===== config.mk =====
export PLATFORM = sky130hd
export DESIGN_NAME = sdrc_mport_arb
export DESIGN_NICKNAME = d
export VERILOG_FILES = /design/src/rtl/sdrc_arb_pkg.sv /design/src/rtl/sdrc_arb_tagq.sv /design/src/rtl/sdrc_mport_arb.sv
export SDC_FILE = /design/constraint.sdc
export NUM_CORES = 1
export LEC_CHECK = 0
export ABC_AREA = 1
export CORE_AREA = 3 3 175 177
export CTS_CLUSTER_SIZE = 10
export DETAILED_ROUTE_END_ITERATION = 7
export DIE_AREA = 0 0 178 180
export PLACE_DENSITY_LB_ADDON = 0.15
export SYNTH_ARGS = -nofsm -noshare
export SYNTH_HDL_FRONTEND = slang
export SYNTH_SLANG_ARGS = --single-unit
export TNS_END_PERCENT = 100

===== constraint.sdc =====
create_clock -name sdram_clk -period 3.9 [get_ports sdram_clk]
set_input_delay 0.39 -clock sdram_clk [delete_from_list [all_inputs] [get_ports sdram_clk]]
set_output_delay 0.39 -clock sdram_clk [all_outputs]
set_load 0.005 [all_outputs]

===== src/rtl/sdrc_arb_pkg.sv =====
// Shared types for the multi-port SDRAM request arbiter.
// Port ids are sized for the largest supported port count (8).
package sdrc_arb_pkg;

  typedef enum logic [1:0] {IDLE, REQ, WR} arb_state_e;

  localparam int MAX_PORTS = 8;
  localparam int PID_W     = $clog2(MAX_PORTS);

  typedef logic [PID_W-1:0] pid_t;

  function automatic pid_t pid_inc(input pid_t p, input int n);
    return (int'(p) + 1 >= n) ? '0 : p + 1'b1;
  endfunction

endpackage


===== src/rtl/sdrc_arb_tagq.sv =====
// Port-tag FIFO recording which port owns each outstanding read burst.
// Head is the owner of the read data currently returned by the core.
module sdrc_arb_tagq
  import sdrc_arb_pkg::*;
#(
  parameter int DEPTH = 4
) (
  input  logic clk,
  input  logic rst_n,
  input  logic push,
  input  pid_t push_id,
  input  logic pop,
  output logic full,
  output logic empty,
  output pid_t head
);

  localparam int AW = $clog2(DEPTH);

  pid_t          r_mem [DEPTH];
  logic [AW-1:0] r_wptr;
  logic [AW-1:0] r_rptr;
  logic [AW:0]   r_cnt;
  logic          w_push;
  logic          w_pop;

  assign full   = (r_cnt == (AW+1)'(DEPTH));
  assign empty  = (r_cnt == '0);
  assign head   = r_mem[r_rptr];
  assign w_push = push & ~full;
  assign w_pop  = pop & ~empty;

  always_ff @(posedge clk) begin
    if (w_push) r_mem[r_wptr] <= push_id;
  end

  always_ff @(posedge clk or negedge rst_n) begin
    if (!rst_n) begin
      r_wptr <= '0;
      r_rptr <= '0;
      r_cnt  <= '0;
    end else begin
      if (w_push) r_wptr <= r_wptr + 1'b1;
      if (w_pop)  r_rptr <= r_rptr + 1'b1;
      case ({w_push, w_pop})
        2'b10:   r_cnt <= r_cnt + 1'b1;
        2'b01:   r_cnt <= r_cnt - 1'b1;
        default: r_cnt <= r_cnt;
      endcase
    end
  end

endmodule


===== src/rtl/sdrc_mport_arb.sv =====
// N-port round-robin arbiter in front of one sdrc_core app interface.
// Optional build macro SDRC_ARB_PRIO_EN makes port 0 strict high priority.
module sdrc_mport_arb
  import sdrc_arb_pkg::*;
#(
  parameter int NUM_PORTS = 4,
  parameter int APP_AW    = 26,
  parameter int APP_DW    = 32,
  parameter int APP_BW    = 4,
  parameter int BL        = 9,
  parameter int RDQ_DEPTH = 4
) (
  input  logic                        sdram_clk,
  input  logic                        sdram_resetn,
  input  logic [NUM_PORTS-1:0]        p_req,
  input  logic [NUM_PORTS*APP_AW-1:0] p_req_addr,
  input  logic [NUM_PORTS*BL-1:0]     p_req_len,
  input  logic [NUM_PORTS-1:0]        p_req_wr_n,
  output logic [NUM_PORTS-1:0]        p_req_ack,
  input  logic [NUM_PORTS*APP_DW-1:0] p_wr_data,
  input  logic [NUM_PORTS*APP_BW-1:0] p_wr_en_n,
  output logic [NUM_PORTS-1:0]        p_wr_next,
  output logic [APP_DW-1:0]           p_rd_data,
  output logic [NUM_PORTS-1:0]        p_rd_valid,
  output logic [NUM_PORTS-1:0]        p_last_rd,
  output logic                        app_req,
  output logic [APP_AW-1:0]           app_req_addr,
  output logic [BL-1:0]               app_req_len,
  output logic                        app_req_wr_n,
  input  logic                        app_req_ack,
  output logic [APP_DW-1:0]           app_wr_data,
  output logic [APP_BW-1:0]           app_wr_en_n,
  input  logic                        app_wr_next_req,
  input  logic                        app_last_wr,
  input  logic [APP_DW-1:0]           app_rd_data,
  input  logic                        app_rd_valid,
  input  logic                        app_last_rd
);

  arb_state_e          r_state;
  pid_t                r_gnt;
  pid_t                r_rr_ptr;
  logic                r_app_req;
  logic [APP_AW-1:0]   r_addr;
  logic [BL-1:0]       r_len;
  logic                r_wr_n;
  logic                r_rd_err;

  logic [NUM_PORTS-1:0] w_elig;
  logic                 w_found;
  pid_t                 w_pick;
  logic                 w_full;
  logic                 w_empty;
  pid_t                 w_head;
  logic                 w_push;
  logic                 w_pop;
  logic                 w_wr_phase;

  assign w_push     = (r_state == REQ) & app_req_ack & r_wr_n;
  assign w_pop      = app_rd_valid & app_last_rd & ~w_empty;
  assign w_wr_phase = (r_state == WR) | ((r_state == REQ) & ~r_wr_n);

  sdrc_arb_tagq #(
    .DEPTH (RDQ_DEPTH)
  ) u_tagq (
    .clk     (sdram_clk),
    .rst_n   (sdram_resetn),
    .push    (w_push),
    .push_id (r_gnt),
    .pop     (w_pop),
    .full    (w_full),
    .empty   (w_empty),
    .head    (w_head)
  );

  // Reads are held back while the tag queue cannot record another owner.
  always_comb begin
    w_elig  = p_req & ~p_req_ack & ~(p_req_wr_n & {NUM_PORTS{w_full}});
    w_found = 1'b0;
    w_pick  = '0;
`ifdef SDRC_ARB_PRIO_EN
    if (w_elig[0]) w_found = 1'b1;
`endif
    for (int i = 0; i < NUM_PORTS; i++) begin
      if (!w_found && w_elig[(int'(r_rr_ptr) + i) % NUM_PORTS]) begin
        w_found = 1'b1;
        w_pick  = pid_t'((int'(r_rr_ptr) + i) % NUM_PORTS);
      end
    end
  end

  always_ff @(posedge sdram_clk or negedge sdram_resetn) begin
    if (!sdram_resetn) begin
      r_state   <= IDLE;
      r_gnt     <= '0;
      r_rr_ptr  <= '0;
      r_app_req <= 1'b0;
      r_addr    <= '0;
      r_len     <= '0;
      r_wr_n    <= 1'b0;
    end else begin
      case (r_state)
        IDLE: begin
          if (w_found) begin
            r_gnt     <= w_pick;
            r_app_req <= 1'b1;
            r_addr    <= p_req_addr[int'(w_pick)*APP_AW +: APP_AW];
            r_len     <= p_req_len[int'(w_pick)*BL +: BL];
            r_wr_n    <= p_req_wr_n[int'(w_pick)];
            r_state   <= REQ;
          end
        end
        REQ: begin
          if (app_req_ack) begin
            r_app_req <= 1'b0;
`ifdef SDRC_ARB_PRIO_EN
            if (r_gnt != '0) r_rr_ptr <= pid_inc(r_gnt, NUM_PORTS);
`else
            r_rr_ptr <= pid_inc(r_gnt, NUM_PORTS);
`endif
            r_state <= r_wr_n ? IDLE : WR;
          end
        end
        WR: begin
          if (app_wr_next_req && app_last_wr) r_state <= IDLE;
        end
        default: r_state <= IDLE;
      endcase
    end
  end

  // Read data arriving with no recorded owner is dropped; the flag stays set.
  always_ff @(posedge sdram_clk or negedge sdram_resetn) begin
    if (!sdram_resetn)              r_rd_err <= 1'b0;
    else if (app_rd_valid && w_empty) r_rd_err <= 1'b1;
  end

  assign app_req      = r_app_req;
  assign app_req_addr = r_addr;
  assign app_req_len  = r_len;
  assign app_req_wr_n = r_wr_n;
  assign p_rd_data    = app_rd_data;

  always_comb begin
    p_req_ack   = '0;
    p_wr_next   = '0;
    p_rd_valid  = '0;
    p_last_rd   = '0;
    app_wr_data = '0;
    app_wr_en_n = '1;
    for (int k = 0; k < NUM_PORTS; k++) begin
      if (r_gnt == pid_t'(k)) begin
        p_req_ack[k] = (r_state == REQ) & app_req_ack;
        p_wr_next[k] = w_wr_phase & app_wr_next_req;
      end
      if (!w_empty && w_head == pid_t'(k)) begin
        p_rd_valid[k] = app_rd_valid;
        p_last_rd[k]  = app_last_rd;
      end
    end
    if (w_wr_phase) begin
      app_wr_data = p_wr_data[int'(r_gnt)*APP_DW +: APP_DW];
      app_wr_en_n = p_wr_en_n[int'(r_gnt)*APP_BW +: APP_BW];
    end
  end

endmodule


==> summary.md <==
- outcome: finished clean
- Net count, final: 1,562
- endpoint type of the worst setup path: flop
- CP Max Fanout: 38
- Layout fillers: 3,194
- Max clock buf depth: 2
- insertion delay to the later sink of the worst-skew pair: 0.34 ns
- global-route wire length before repair: 44,400 um
- Vias/cell: 4.59
- final core area utilization: 33.4%
- cts-stage hold buffer count: 0
- Remaining Overflow, GRT: 0
- area of combinational cells with multiple inputs: 3410 um2
- placement-stage cell area: 9560 um2
- synthesized-area fraction occupied by xor and xnor cells: 1.07%
- Pre-antenna DRT Iters: 6
- FP Rows: 63
- synthesized-area fraction occupied by and/or/nand/nor cells: 45.9%
- number of I/O pins: 452
- complex-gate fraction of the synthesized area: 11.1%
- TritonCTS clock tree: done
- FF/Latch Area: 1490 um2
- most frequent CP cell: nand2_1
- number of flip-flops and latches in the synthesized netlist: 58
- number of distinct library cell variants in the gate-level netlist after synthesis: 29
- Chip Height: 180 um
- DPL Wire Length: 23,500 um
- CTS H-tree depth: 3
- Root Driver: clkbuf_16
- max-slew headroom at the worst pin: 40.6%
- post-cts repair resize count: 0
- worst hold-check path type: in -> async
- drc violations: 0
- Final GP Congestion: 0.802
- post-CTS setup buffer count: 0
- clock tree sinks: 58
- areal power density over the cells: 845 nW/um2
- combined global-route utilization of all metal layers: 18.1%
- Slowest Stage Delay on Critical Path: 0.62 ns
- pins over their slew limit: 0
- mean instance size in the synthesized netlist: 6.18 um2
- ys async rst share: 86.2%
- sum of negative setup slack: 0 ns
- arrival time reported for the critical path endpoint: 3.47 ns
- final worst-path cycle share: 82.0%
- required time at the worst-slack endpoint: 4.17 ns
- Post-Route WL: 30,600 um
- effective utilization at floorplan: 19.1%
- number of enable-type register cells in the synthesized netlist: 8
- most common flop cell mapped by yosys: dfrtp_1
- vias in the first global route: 7,327
- initial antenna violation count: 5
- Max IR drop VDD: 520 uV
- share of final-layout standard cells stronger than drive strength 1: 3.92%
- RSZ-0062 raised after global routing: false
- max-cap violation count: 0
- Placement Setup Slack: 0.676 ns
- Worst Max-Slew Pin Slew: 0.891 ns
- Antenna Violating Nets Remaining: 0
- Cells after Synth: 909
- post-synth net total: 1,250
- Worst Setup Start Kind: flop
- synthesized area: 5620 um2
- series of cell instances along the critical path: inv_1 > buf_4 > ha_1 > nand4_1 > nand3_1 > nand2_1 > nand2_1 > nand2_1 > nand2_2 > nand4_4 > buf_4 > nand3_2 > inv_2 > nand3_1 > nand2_1
- mux share of post-synthesis cell area: 0%
- Die X: 178 um
- Yosys warnings: 0
- initial drt markers: 388
- final setup fails: 0
- detailed-route via count: 7,428
- final cell area excluding filler cells: 9820 um2
- Clock Skews: 0.00640 ns
- hold violation total from the final report: 0
- Port-buffer cells: 387
- full die area: 32,000 um2
- critical setup path kind: reg -> reg
- Area growth syn-to-layout: 74.7%
- standby leakage power: 0.00408 uW
- number of buffers created by CTS: 9
- pin count of the biggest net entering global routing: 77
- Core Footprint: 29,400 um2
- cell type of the slowest stage on the worst timing path: inv_2
- clock slew at reported path FFs: 0.05 ns
- sequential fraction of the synthesis area: 26.5%
- final critical-path required period: 3.20 ns
- fmax: 313 MHz
- final setup margin: 0.702 ns
- combinational family with the most area after synthesis: simple AND/OR/NAND/NOR gates
- post-synthesis share of cell area spent on full adders, half adders and majority gates: 2.36%
- routed length per placed instance: 18.9 um
-- state kept, by name (all words and copies together), names as in the netlist --
name           flops
app_req            1
app_req_wr_n       1
r_state            2
r_gnt              2
app_req_len        9
app_req_addr      26
u_tagq.r_mem       8
u_tagq.r_cnt       3
r_rr_ptr           2
u_tagq.r_rptr      2
u_tagq.r_wptr      2
-- final cells by class --
cell class,instances,share of cell area [%]
sequential,58,15.2
clock buffer,11,2.37
multi-input combinational,707,34.7
inverter,39,1.49
tap,390,4.97
clock inverter,5,0.217
timing repair buffer,406,41.0
antenna,3,0.0765
-- stage by stage --
step | hold WS (ns) | cells | total power, uW
5_1_grt | 0.216 | 1619 | 9170
3_5_place_dp | 0.464 | 1600 | 7720
3_3_place_gp | 0.463 | 1600 | 7750
4_1_cts | 0.217 | 1616 | 8460
2_1_floorplan | 0.0944 | 909 | 5200
6_report | 0.165 | 1619 | 8300
-- Yosys cell counts, types with 4 or more instances --
| cell type | n | area [um2] |
|---|---|---|
| nand2_1 | 183 | 687 |
| ha_1 | 9 | 113 |
| o21ai_0 | 76 | 380 |
| dfrtp_1 | 50 | 1250 |
| buf_4 | 44 | 330 |
| nand4_1 | 84 | 526 |
| buf_1 | 9 | 33.8 |
| inv_2 | 5 | 18.8 |
| buf_2 | 21 | 105 |
| edfxtp_1 | 8 | 240 |
| nand2_2 | 4 | 25.0 |
| clkbuf_1 | 31 | 116 |
| a21oi_1 | 36 | 180 |
| o311ai_0 | 4 | 35.0 |
| xor2_1 | 4 | 35.0 |
| inv_1 | 34 | 128 |
| nor2_1 | 164 | 616 |
| nand3_1 | 131 | 656 |
-- metal layers --
metal,GRT usage [%],part of all wire [%],vias to the layer above
li1,-,-,3675
met4,6.53,3.1,4
met5,0,0.056,-
met2,32.1,50,316
met3,6.70,9.6,47
met1,19.5,37,3386
-- power by group --
group	total [uW]	internal, uW	leakage (uW)	switching [uW]
clock	705	421	0.000126	284
combinational	6460	2560	0.00327	3900
sequential	1140	923	0.000678	217
total	8300	3900	0.00408	4400
-- layout by cell type (no fill, tap or decap), types with 2 or more instances in the layout --
| cell | netlist | final |
|---|---|---|
| nor2_1 | 164 | 164 |
| inv_1 | 34 | 33 |
| buf_4 | 44 | 18 |
| o311ai_0 | 4 | 4 |
| a21oi_1 | 36 | 36 |
| ha_1 | 9 | 9 |
| nand2_2 | 4 | 4 |
| clkbuf_16 | 0 | 9 |
| diode_2 | 0 | 3 |
| clkinv_1 | 0 | 3 |
| nand2_1 | 183 | 183 |
| clkdlybuf4s50_1 | 0 | 386 |
| edfxtp_1 | 8 | 8 |
| nand3_4 | 2 | 2 |
| nand4_1 | 84 | 84 |
| clkbuf_1 | 31 | 2 |
| o21ai_0 | 76 | 76 |
| nand3_1 | 131 | 131 |
| clkinv_2 | 0 | 2 |
| inv_2 | 5 | 6 |
| xor2_1 | 4 | 4 |
| dfrtp_1 | 50 | 49 |
-- cells by family after synthesis --
kind of cell	after synthesis
simple gates	572
buf+inv	144
compound gates	119
flops	58
fa+ha+maj	10
xor+xnor	6
-- worst max-delay path: cells and delay by family (launching register included) --
kind / cells / cell delay [ns]
flops: 1 / 0.49
fa+ha+maj: 1 / 0.21
simple gates: 10 / 1.13
buf+inv: 4 / 1.28
-- final timing paths --
| path | from | to | slack, ns | depth (start not counted) |
|---|---|---|---|---|
| min in group sdram_clk | app_req_addr[18] | app_req_addr[18] | 0.48 | 2 |
| worst min-delay path | sdram_resetn | app_req_addr[10] | 0.17 | 1 |
| worst max-delay path | r_gnt[1] | app_req_addr[7] | 0.70 | 15 |
| worst max register to register | r_gnt[1] | app_req_addr[7] | 0.70 | 15 |
| worst min register to register | app_req_addr[18] | app_req_addr[18] | 0.48 | 2 |
| max in group asynchronous | sdram_resetn | app_req_len[8] | 2.90 | 2 |
(Power assumes the default switching activity.)
